--- config.mk ---
export PLATFORM = sky130hd
export DESIGN_NAME = alloc_issue_inoq
export DESIGN_NICKNAME = d
export VERILOG_FILES = /design/src/rtl/alloc_issue_inoq.sv
export SDC_FILE = /design/constraint.sdc
export NUM_CORES = 1
export LEC_CHECK = 0
export ABC_AREA = 1
export CAP_MARGIN = 10
export CORE_MARGIN = 10
export CORE_UTILIZATION = 48
export CTS_CLUSTER_DIAMETER = 50
export DETAILED_ROUTE_END_ITERATION = 7
export HOLD_SLACK_MARGIN = 0.05
export PLACE_DENSITY = 0.79
export RECOVER_POWER = 100
export SYNTH_ARGS = -nofsm -noshare
export SYNTH_HDL_FRONTEND = slang
export SYNTH_SLANG_ARGS = --single-unit
--- constraint.sdc ---
create_clock -name clk -period 4.5 [get_ports clk]
set_input_delay 1.125 -clock clk [delete_from_list [all_inputs] [get_ports clk]]
set_output_delay 1.125 -clock clk [all_outputs]
set_load 0.01 [all_outputs]
--- src/rtl/alloc_issue_inoq.sv ---
// In-order reservation-station allocate/issue control: head/tail ring pointers, occupancy count, busy flags.
// Build option RS_ALLOC_EARLY_FREE_EN lets a slot freed by this cycle's issue be reallocated in the same cycle.
module alloc_issue_inoq #(
  parameter int ENTSEL = 2,
  parameter int ENTNUM = 4,
  parameter int DISPW  = 2,
  parameter int REQW   = 2
) (
  input  logic              clk,
  input  logic              reset,
  input  logic [REQW-1:0]   reqnum,
  input  logic [ENTNUM-1:0] readyvec,
  input  logic              prmiss,
  input  logic [ENTNUM-1:0] prkillvec,
  input  logic              exunit_busynext,
  input  logic              stall_DP,
  input  logic              kill_DP,
  output logic [ENTSEL-1:0] allocptr,
  output logic              allocatable,
  output logic [ENTSEL-1:0] issueptr,
  output logic              issuevalid,
  output logic [ENTNUM-1:0] busyvec,
  output logic [ENTSEL:0]   count
);

  localparam int CW  = ENTSEL + 2;
  localparam int PW1 = ENTSEL + 1;

  if (ENTNUM != (1 << ENTSEL) || ENTNUM < 2) begin : g_bad_entnum
    $error("alloc_issue_inoq: ENTNUM must equal 2**ENTSEL and be at least 2");
  end
  if (DISPW < 1 || DISPW > ENTNUM || DISPW >= (1 << REQW)) begin : g_bad_dispw
    $error("alloc_issue_inoq: DISPW out of range or does not fit in REQW");
  end

  logic [ENTSEL-1:0] head;
  logic [ENTSEL-1:0] tail;
  logic [ENTSEL:0]   cnt;
  logic [ENTNUM-1:0] busy;

  logic [CW-1:0]     req_w;
  logic [CW-1:0]     cnt_w;
  logic [CW-1:0]     fit_sum;
  logic              alloc_fire;
  logic [ENTNUM-1:0] alloc_mask;
  logic [ENTNUM-1:0] issue_mask;
  logic [ENTNUM-1:0] kept;
  logic [ENTSEL:0]   kept_cnt;
  logic [ENTSEL:0]   cnt_next;

  function automatic logic [ENTSEL-1:0] ring_off(input logic [ENTSEL-1:0] idx,
                                                 input logic [ENTSEL-1:0] base);
    return idx - base;
  endfunction

  assign req_w = CW'(reqnum);
  assign cnt_w = CW'(cnt);

  assign issuevalid = busy[head] & readyvec[head] & ~prmiss & ~exunit_busynext;

`ifdef RS_ALLOC_EARLY_FREE_EN
  // Issue is never active when the head is empty, so count - issuevalid cannot underflow.
  assign fit_sum = cnt_w - CW'(issuevalid) + req_w;
`else
  assign fit_sum = cnt_w + req_w;
`endif

  assign allocatable = (fit_sum <= CW'(ENTNUM));
  assign alloc_fire  = ~reset & ~prmiss & ~stall_DP & ~kill_DP & allocatable & (reqnum != '0);

  // Entries tail .. tail+reqnum-1 (mod ENTNUM) are claimed by this cycle's allocation.
  always_comb begin
    alloc_mask = '0;
    issue_mask = '0;
    for (int j = 0; j < ENTNUM; j++) begin
      if (alloc_fire && (CW'(ring_off(ENTSEL'(j), tail)) < req_w)) begin
        alloc_mask[j] = 1'b1;
      end
      if (issuevalid && (ENTSEL'(j) == head)) begin
        issue_mask[j] = 1'b1;
      end
    end
  end

  always_comb begin
    kept     = busy & ~prkillvec;
    kept_cnt = '0;
    for (int j = 0; j < ENTNUM; j++) begin
      kept_cnt = kept_cnt + PW1'(kept[j]);
    end
  end

  assign cnt_next = cnt + (alloc_fire ? PW1'(reqnum) : '0) - PW1'(issuevalid);

  always_ff @(posedge clk) begin
    if (reset) begin
      head <= '0;
      tail <= '0;
      cnt  <= '0;
      busy <= '0;
    end else if (prmiss) begin
      busy <= kept;
      cnt  <= kept_cnt;
      tail <= head + ENTSEL'(kept_cnt);
    end else begin
      // Allocation is applied after the issue clear so a reused slot stays busy.
      busy <= (busy & ~issue_mask) | alloc_mask;
      cnt  <= cnt_next;
      if (alloc_fire) begin
        tail <= tail + ENTSEL'(reqnum);
      end
      if (issuevalid) begin
        head <= head + ENTSEL'(1);
      end
    end
  end

  assign allocptr = tail;
  assign issueptr = head;
  assign busyvec  = busy;
  assign count    = cnt;

endmodule

# Word level (Yosys, flattened, before mapping)

Cells that the tools add are included.

Logic and storage cells: 73
Input port bits: 16
Register bits after elaboration: 11
Output and inout bits: 13

Bitwise logic cells: 18
Order comparisons: 6
$add $sub $neg: 13
Reduce and logical (&&, ||, !) cells: 12
Equal/unequal tests: 3
Mux-type cells: 17

Operator list:

| operator                                                                         | count |
|---|---|
| 1-bit 2-to-1 mux                                                                 | 10 |
| 1-bit AND                                                                        | 8 |
| 4-bit AND                                                                        | 2 |
| 1-bit logical AND                                                                | 8 |
| 2-bit < comparator                                                               | 4 |
| 4-bit NOT                                                                        | 2 |
| 2-bit 2-to-1 mux                                                                 | 3 |
| 1-bit NOT                                                                        | 5 |
| 2-bit adder                                                                      | 2 |
| 3-bit by 2-bit adder with 4-bit output                                           | 1 |
| 1-bit binary-select mux with 2-bit select                                        | 2 |
| 2-bit == test, first input constant                                              | 2 |
| 4-bit by 3-bit less-or-equal comparator with 1-bit output, second input constant | 1 |
| 4-bit 2-to-1 mux                                                                 | 1 |
| 4-bit bitwise OR                                                                 | 1 |
| 2-bit nonzero test                                                               | 2 |
| 1-bit by 2-bit subtractor with 2-bit output, first input constant                | 2 |
| 2-bit subtractor, first input constant                                           | 2 |
| 2-bit by 1-bit adder with 3-bit output                                           | 1 |
| 3-bit by 1-bit adder with 3-bit output                                           | 1 |
| 3-bit by 2-bit adder with 3-bit output                                           | 1 |
| 2-bit by 3-bit < comparator with 1-bit output, second input constant             | 1 |
| 3-bit 2-to-1 mux                                                                 | 1 |
| 3-bit by 1-bit subtractor with 3-bit output                                      | 1 |
| 5 further kinds                                                                  | 5 |

# Longest topological paths before layout

Depth after elaboration: 11
Gate-level depth with buffers: 18
Mapped depth without buffers: 18

# Worst setup path after synthesis

OpenSTA, ideal clock, no wires.

Kind: input -> register
From: input reqnum[0]
To: register cnt[2] (netlist: count[2])
Data required time: 4.387 ns
Slack: 0.992 ns
Setup time: 0.113 ns
Stages on the path: 16
Data arrival time: 3.395 ns
Buffers on the path: 0
Path through: ha_1 inv_1 fa_1 nand2_1 nand2_1 nand3_4 inv_2 nand2_1 ha_1 inv_1 ha_1 fa_1 xnor2_1 xor2_1 o21ai_1 inv_1

Word-level cells in the longest chain between the ends: 8
Elaborated cells between the ends (all ways): 9
Classes of those cells: 3 x add/sub; 1 x order compare; 2 x mux; 2 x bitwise; 1 x reduce/logical

Ends and longest elaborated chain:

| item                                                      | RTL line | source |
|---|---|---|
| from (decl)                                               | 11       | `input logic [REQW-1:0] reqnum,` |
| 3-bit by 2-bit adder with 4-bit output                    | 65       | `assign fit_sum = cnt_w + req_w;` |
| 4-bit by 3-bit less-or-equal comparator with 1-bit output | 68       | `assign allocatable = (fit_sum <= CW'(ENTNUM));` |
| 1-bit AND (2 in series)                                   | 69       | `assign alloc_fire = ~reset & ~prmiss & ~stall_DP & ~kill_DP & allocatable & (reqnum != '0);` |
| 2-bit 2-to-1 mux *                                        | 93       | `assign cnt_next = cnt + (alloc_fire ? PW1'(reqnum) : '0) - PW1'(issuevalid);` |
| 3-bit by 2-bit adder with 3-bit output *                  | 93       |  |
| 3-bit by 1-bit subtractor with 3-bit output *             | 93       |  |
| 3-bit 2-to-1 mux *                                        | 101      | `end else if (prmiss) begin` |
| to (signal assigned)                                      | 103      | `cnt <= kept_cnt;` |
| to (signal assigned)                                      | 108      | `cnt <= cnt_next;` |
| to (decl)                                                 | 38       | `logic [ENTSEL:0] cnt;` |

Mark *: on every way between the ends. The rest lies on a longest branch, timed or not.
A chain may end at the register's enable or synchronous reset.

# Worst setup path in the final report

From: input reqnum[1]
To: output allocatable

Word-level cells in the longest chain between the ends: 2

Ends and longest elaborated chain:

| item                                                      | RTL line | source |
|---|---|---|
| 3-bit by 2-bit adder with 4-bit output                    | 65       |  |
| 4-bit by 3-bit less-or-equal comparator with 1-bit output | 68       |  |
| to (decl)                                                 | 19       | `output logic allocatable,` |

No other way between the ends.

==> results.txt <==
- FP Rows: 17
- 0 antenna diodes ended up in the layout.
* Reg2Reg Setup Slack: 1.46 ns
- Across every metal layer, demand over resource in global routing totals 0.128.
* Net count after synthesis: around 190
- Number of fillers in the final layout: approximately 200
- Netlist area before placement: 1120 um^2
- The first routing iteration left 57 violations.
* Number of buffers inserted by post-CTS setup repair: 0
- Source-to-sink clock delay at the later pin of the worst-skew pair: about 0.27 ns
- Initial cell density of the core: 0.506
- Antenna-violating nets left: 0
- Worst path setup slack after routing: 0.178 ns
- Capturing point of the worst reg2reg path: count[2]$_SDFF_PP0_
* Tightest slew margin relative to the limit: 0.811
- The final route contains 1095 vias.
* Antenna violations before repair: 0
- After detailed routing, the average wire length per cell comes to approximately 13 um.
- The final-report max-slew violation count came to 0.
- The worst setup path is launched from an input port.
- For this run, the post-layout net count is 226.
* Number of synthesized register bits: 11
- Num Clock Sinks: 11
* Remaining routing DRC violations: 0
- The first global-routing pass estimated 4660 um of wire.
- Of all flip-flops after synthesis, the portion carrying an async set or reset was 0.
- Height of the die: slightly below 70 um
- At the placement stage, the worst setup path has a slack of 0.182 ns.
- Maximum number of pins on one net before global-route repair: 15
* First-pass iteration count of the detailed router: 4
* Number of enable-type register cells in the synthesized netlist: 0
- Setup violations remaining at the end of the flow were counted as 0.
- Root buffer cell: sky130_fd_sc_hd__clkbuf_4
- The cell count after synthesis came out at between 150 and 200.
- Highest net fanout along the worst path: 5
- Fin crit period: 4.32 ns
- Data required time of the worst path: roughly 3.4 ns
- Routability-driven placement finished with a final weighted congestion of approximately 0.8.
- Leaving out fill and tap cells, the most frequent cells in the layout are sky130_fd_sc_hd__nand2_1, sky130_fd_sc_hd__inv_1, sky130_fd_sc_hd__ha_1.
- The worst-case IR drop observed on VDD is between 100 and 150 uV.
* Floorplan die area: between 4000 and 5000 um^2
* Actual transition at the worst max-transition pin: 0.283 ns
- The internal power of the cells totals 188 uW.
* Total global routing overflow: 0
- Highest clock rate: 0.231 GHz
* Port buffer count: 28
* Category of the critical setup timing path: in2out
- Die width: between 60 and 70 um
- Endpoint class of the critical path: output pin
- Layout cell share with drive strength beyond 1: 0.0856
- Among all flip-flop cells after synthesis, the most frequent one is sky130_fd_sc_hd__dfxtp_1.
* Number of max-cap violations: 0
- Buffers inserted to repair hold after CTS numbered 0.
* Hold Crit Endpoint: busyvec[1]$_SDFF_PP0_
- The Yosys step of the flow raised 0 warnings.
- Clock tree synthesis inserted a total of 3 buffers.
- The average instance in the mapped netlist occupies 7.22 um^2.
- After routing, the total negative slack on setup checks comes to 0 ns.
- Logic gate share of total power: 0.361
- Half-perimeter wire length after detailed placement: 2420 um
- Arrival @ worst endpoint: 3.20 ns
- Wires add up to roughly 2900 um.
- Clk pwr share: 0.250
- Worst hold path depth: 2
- Floorplan Core Area: 2210 um^2
- The run finished with clean final reports.
- Proportion of power drawn by flip-flops and latches: 0.389
- Count of H-tree levels built during CTS: 1
- Net switching power figure: just under 100 uW
- Final worst clock skew: about 0.0017 ns
- Of the total power, the share spent switching nets is 0.344.
- After clock tree synthesis, the repair step resized 0 gates.
- The via count of the first global-routing pass was approximately 1100.
- The path class of the tightest hold or removal check is reg2reg.
- Clock-pin transition on the worst setup and hold timing paths: ~0.080 ns
- Via density per instance: a little over 5
- I/O Pins: 29
* Number of different library cells in the post-synthesis netlist: 24
- RR Startpoint: count[0]$_SDFF_PP0_
- The final hold violation count is 0.
* Cell area power density: 200 nW/um^2
- In this run the most critical hold path is launched from busyvec[1]$_SDFF_PP0_.
- Setup repair after global routing missed its margin: no
* Static leakage power: about 0.7 nW
* Max clock buf depth: 2
- Share of the cycle needed by the critical path after routing: 0.960
- Measured in cells, the most critical reg-to-reg path has a length of 16.
- The share of the Yosys chip area taken by registers is 0.197.
- Leading cell type in the layout, fill and taps excluded: sky130_fd_sc_hd__nand2_1
- Clock tree from TritonCTS: done
* P&R area growth vs syn: 27.8%
==> synthesized netlist by cell type (2+ instances only) <==
master	number	area share
sky130_fd_sc_hd__a21oi_1	3	0.013
sky130_fd_sc_hd__a21oi_2	4	0.031
sky130_fd_sc_hd__dfxtp_1	11	0.20
sky130_fd_sc_hd__fa_1	3	0.054
sky130_fd_sc_hd__ha_1	19	0.21
sky130_fd_sc_hd__inv_1	24	0.080
sky130_fd_sc_hd__inv_2	5	0.017
sky130_fd_sc_hd__nand2_1	25	0.084
sky130_fd_sc_hd__nand3_1	10	0.045
sky130_fd_sc_hd__nand4_1	4	0.022
sky130_fd_sc_hd__nor2_1	18	0.060
sky130_fd_sc_hd__nor2_4	2	0.020
sky130_fd_sc_hd__o21ai_0	7	0.031
sky130_fd_sc_hd__o21ai_1	8	0.036
sky130_fd_sc_hd__xnor2_1	3	0.023
==> worst max-delay path: stages <==
cell and delay (ns):
sky130_fd_sc_hd__clkdlybuf4s50_1 0.52, sky130_fd_sc_hd__inv_1 0.15, sky130_fd_sc_hd__fa_1 0.56, sky130_fd_sc_hd__nand2_1 0.05, sky130_fd_sc_hd__nand2_1 0.09, sky130_fd_sc_hd__nand2_1 0.06, sky130_fd_sc_hd__inv_1 0.04, sky130_fd_sc_hd__dlygate4sd3_1 0.60
==> layout make-up <==
type | instances | area (um^2) | share of cell area
Clock buffer | 4 | 26.3 | 0.0184
Inverter | 29 | 109 | 0.0760
Multi-Input combinational cell | 113 | 746 | 0.521
Sequential cell | 11 | 220 | 0.154
Tap cell | 28 | 35.0 | 0.0245
Timing Repair Buffer | 30 | 295 | 0.206
==> worst max path at each step <==
stage                   start             endpoint  slack (ns)  cells past startpoint
floorplan           reqnum[0]  count[2]$_SDFF_PP0_        0.99                     16
global placement    reqnum[1]          allocatable        0.25                      8
detailed placement  reqnum[1]          allocatable        0.18                      8
CTS                 reqnum[1]          allocatable        0.17                      8
global route        reqnum[1]          allocatable        0.05                      8
finish              reqnum[1]          allocatable        0.18                      8
==> cell families after synthesis <==
group                      count (synthesis)  synth area share
DFF                                       11             0.197
adders and majority gates                 22             0.266
AOI/OAI and AO/OA                         22             0.112
buffers and inverters                     31             0.112
and+or+nand+nor                           65             0.283
xor gates and xnor gates                   4            0.0313
==> power groups by stage <==
stage	clock network, mW	logic (mW)	registers, mW
floorplan	0	0.0620	0.115
CTS	0.0725	0.111	0.112
global route	0.0774	0.118	0.113
finish	0.0716	0.103	0.111
detailed placement	0	0.110	0.114
global placement	0	0.106	0.114
==> per-layer routing <==
metal	global-route usage	routed length [um]	up-vias
met5	0	0	-
met4	0.0402	30	0
met3	0.0408	190	4
met2	0.233	1420	33
met1	0.138	1210	502
li1	-	-	556
==> flip-flops by register name, indices dropped and copies added, names as in the netlist <==
name,flops
allocptr,2
busyvec,4
count,3
issueptr,2
==> per-stage QoR <==
stage / hold WS (ns) / cells / utilization / total power [mW] / area, um^2
2_1_floorplan: 0.516 / 155 / - / 0.177 / 1120
3_3_place_gp: 0.500 / 211 / 0.648 / 0.219 / 1430
3_5_place_dp: 0.502 / 211 / 0.648 / 0.224 / 1430
4_1_cts: 0.514 / 215 / 0.660 / 0.295 / 1460
5_1_grt: 0.551 / 215 / 0.647 / 0.309 / 1430
6_report: 0.510 / 215 / 0.647 / 0.286 / 1430
Note: power is estimated with default switching activity, not from simulation.
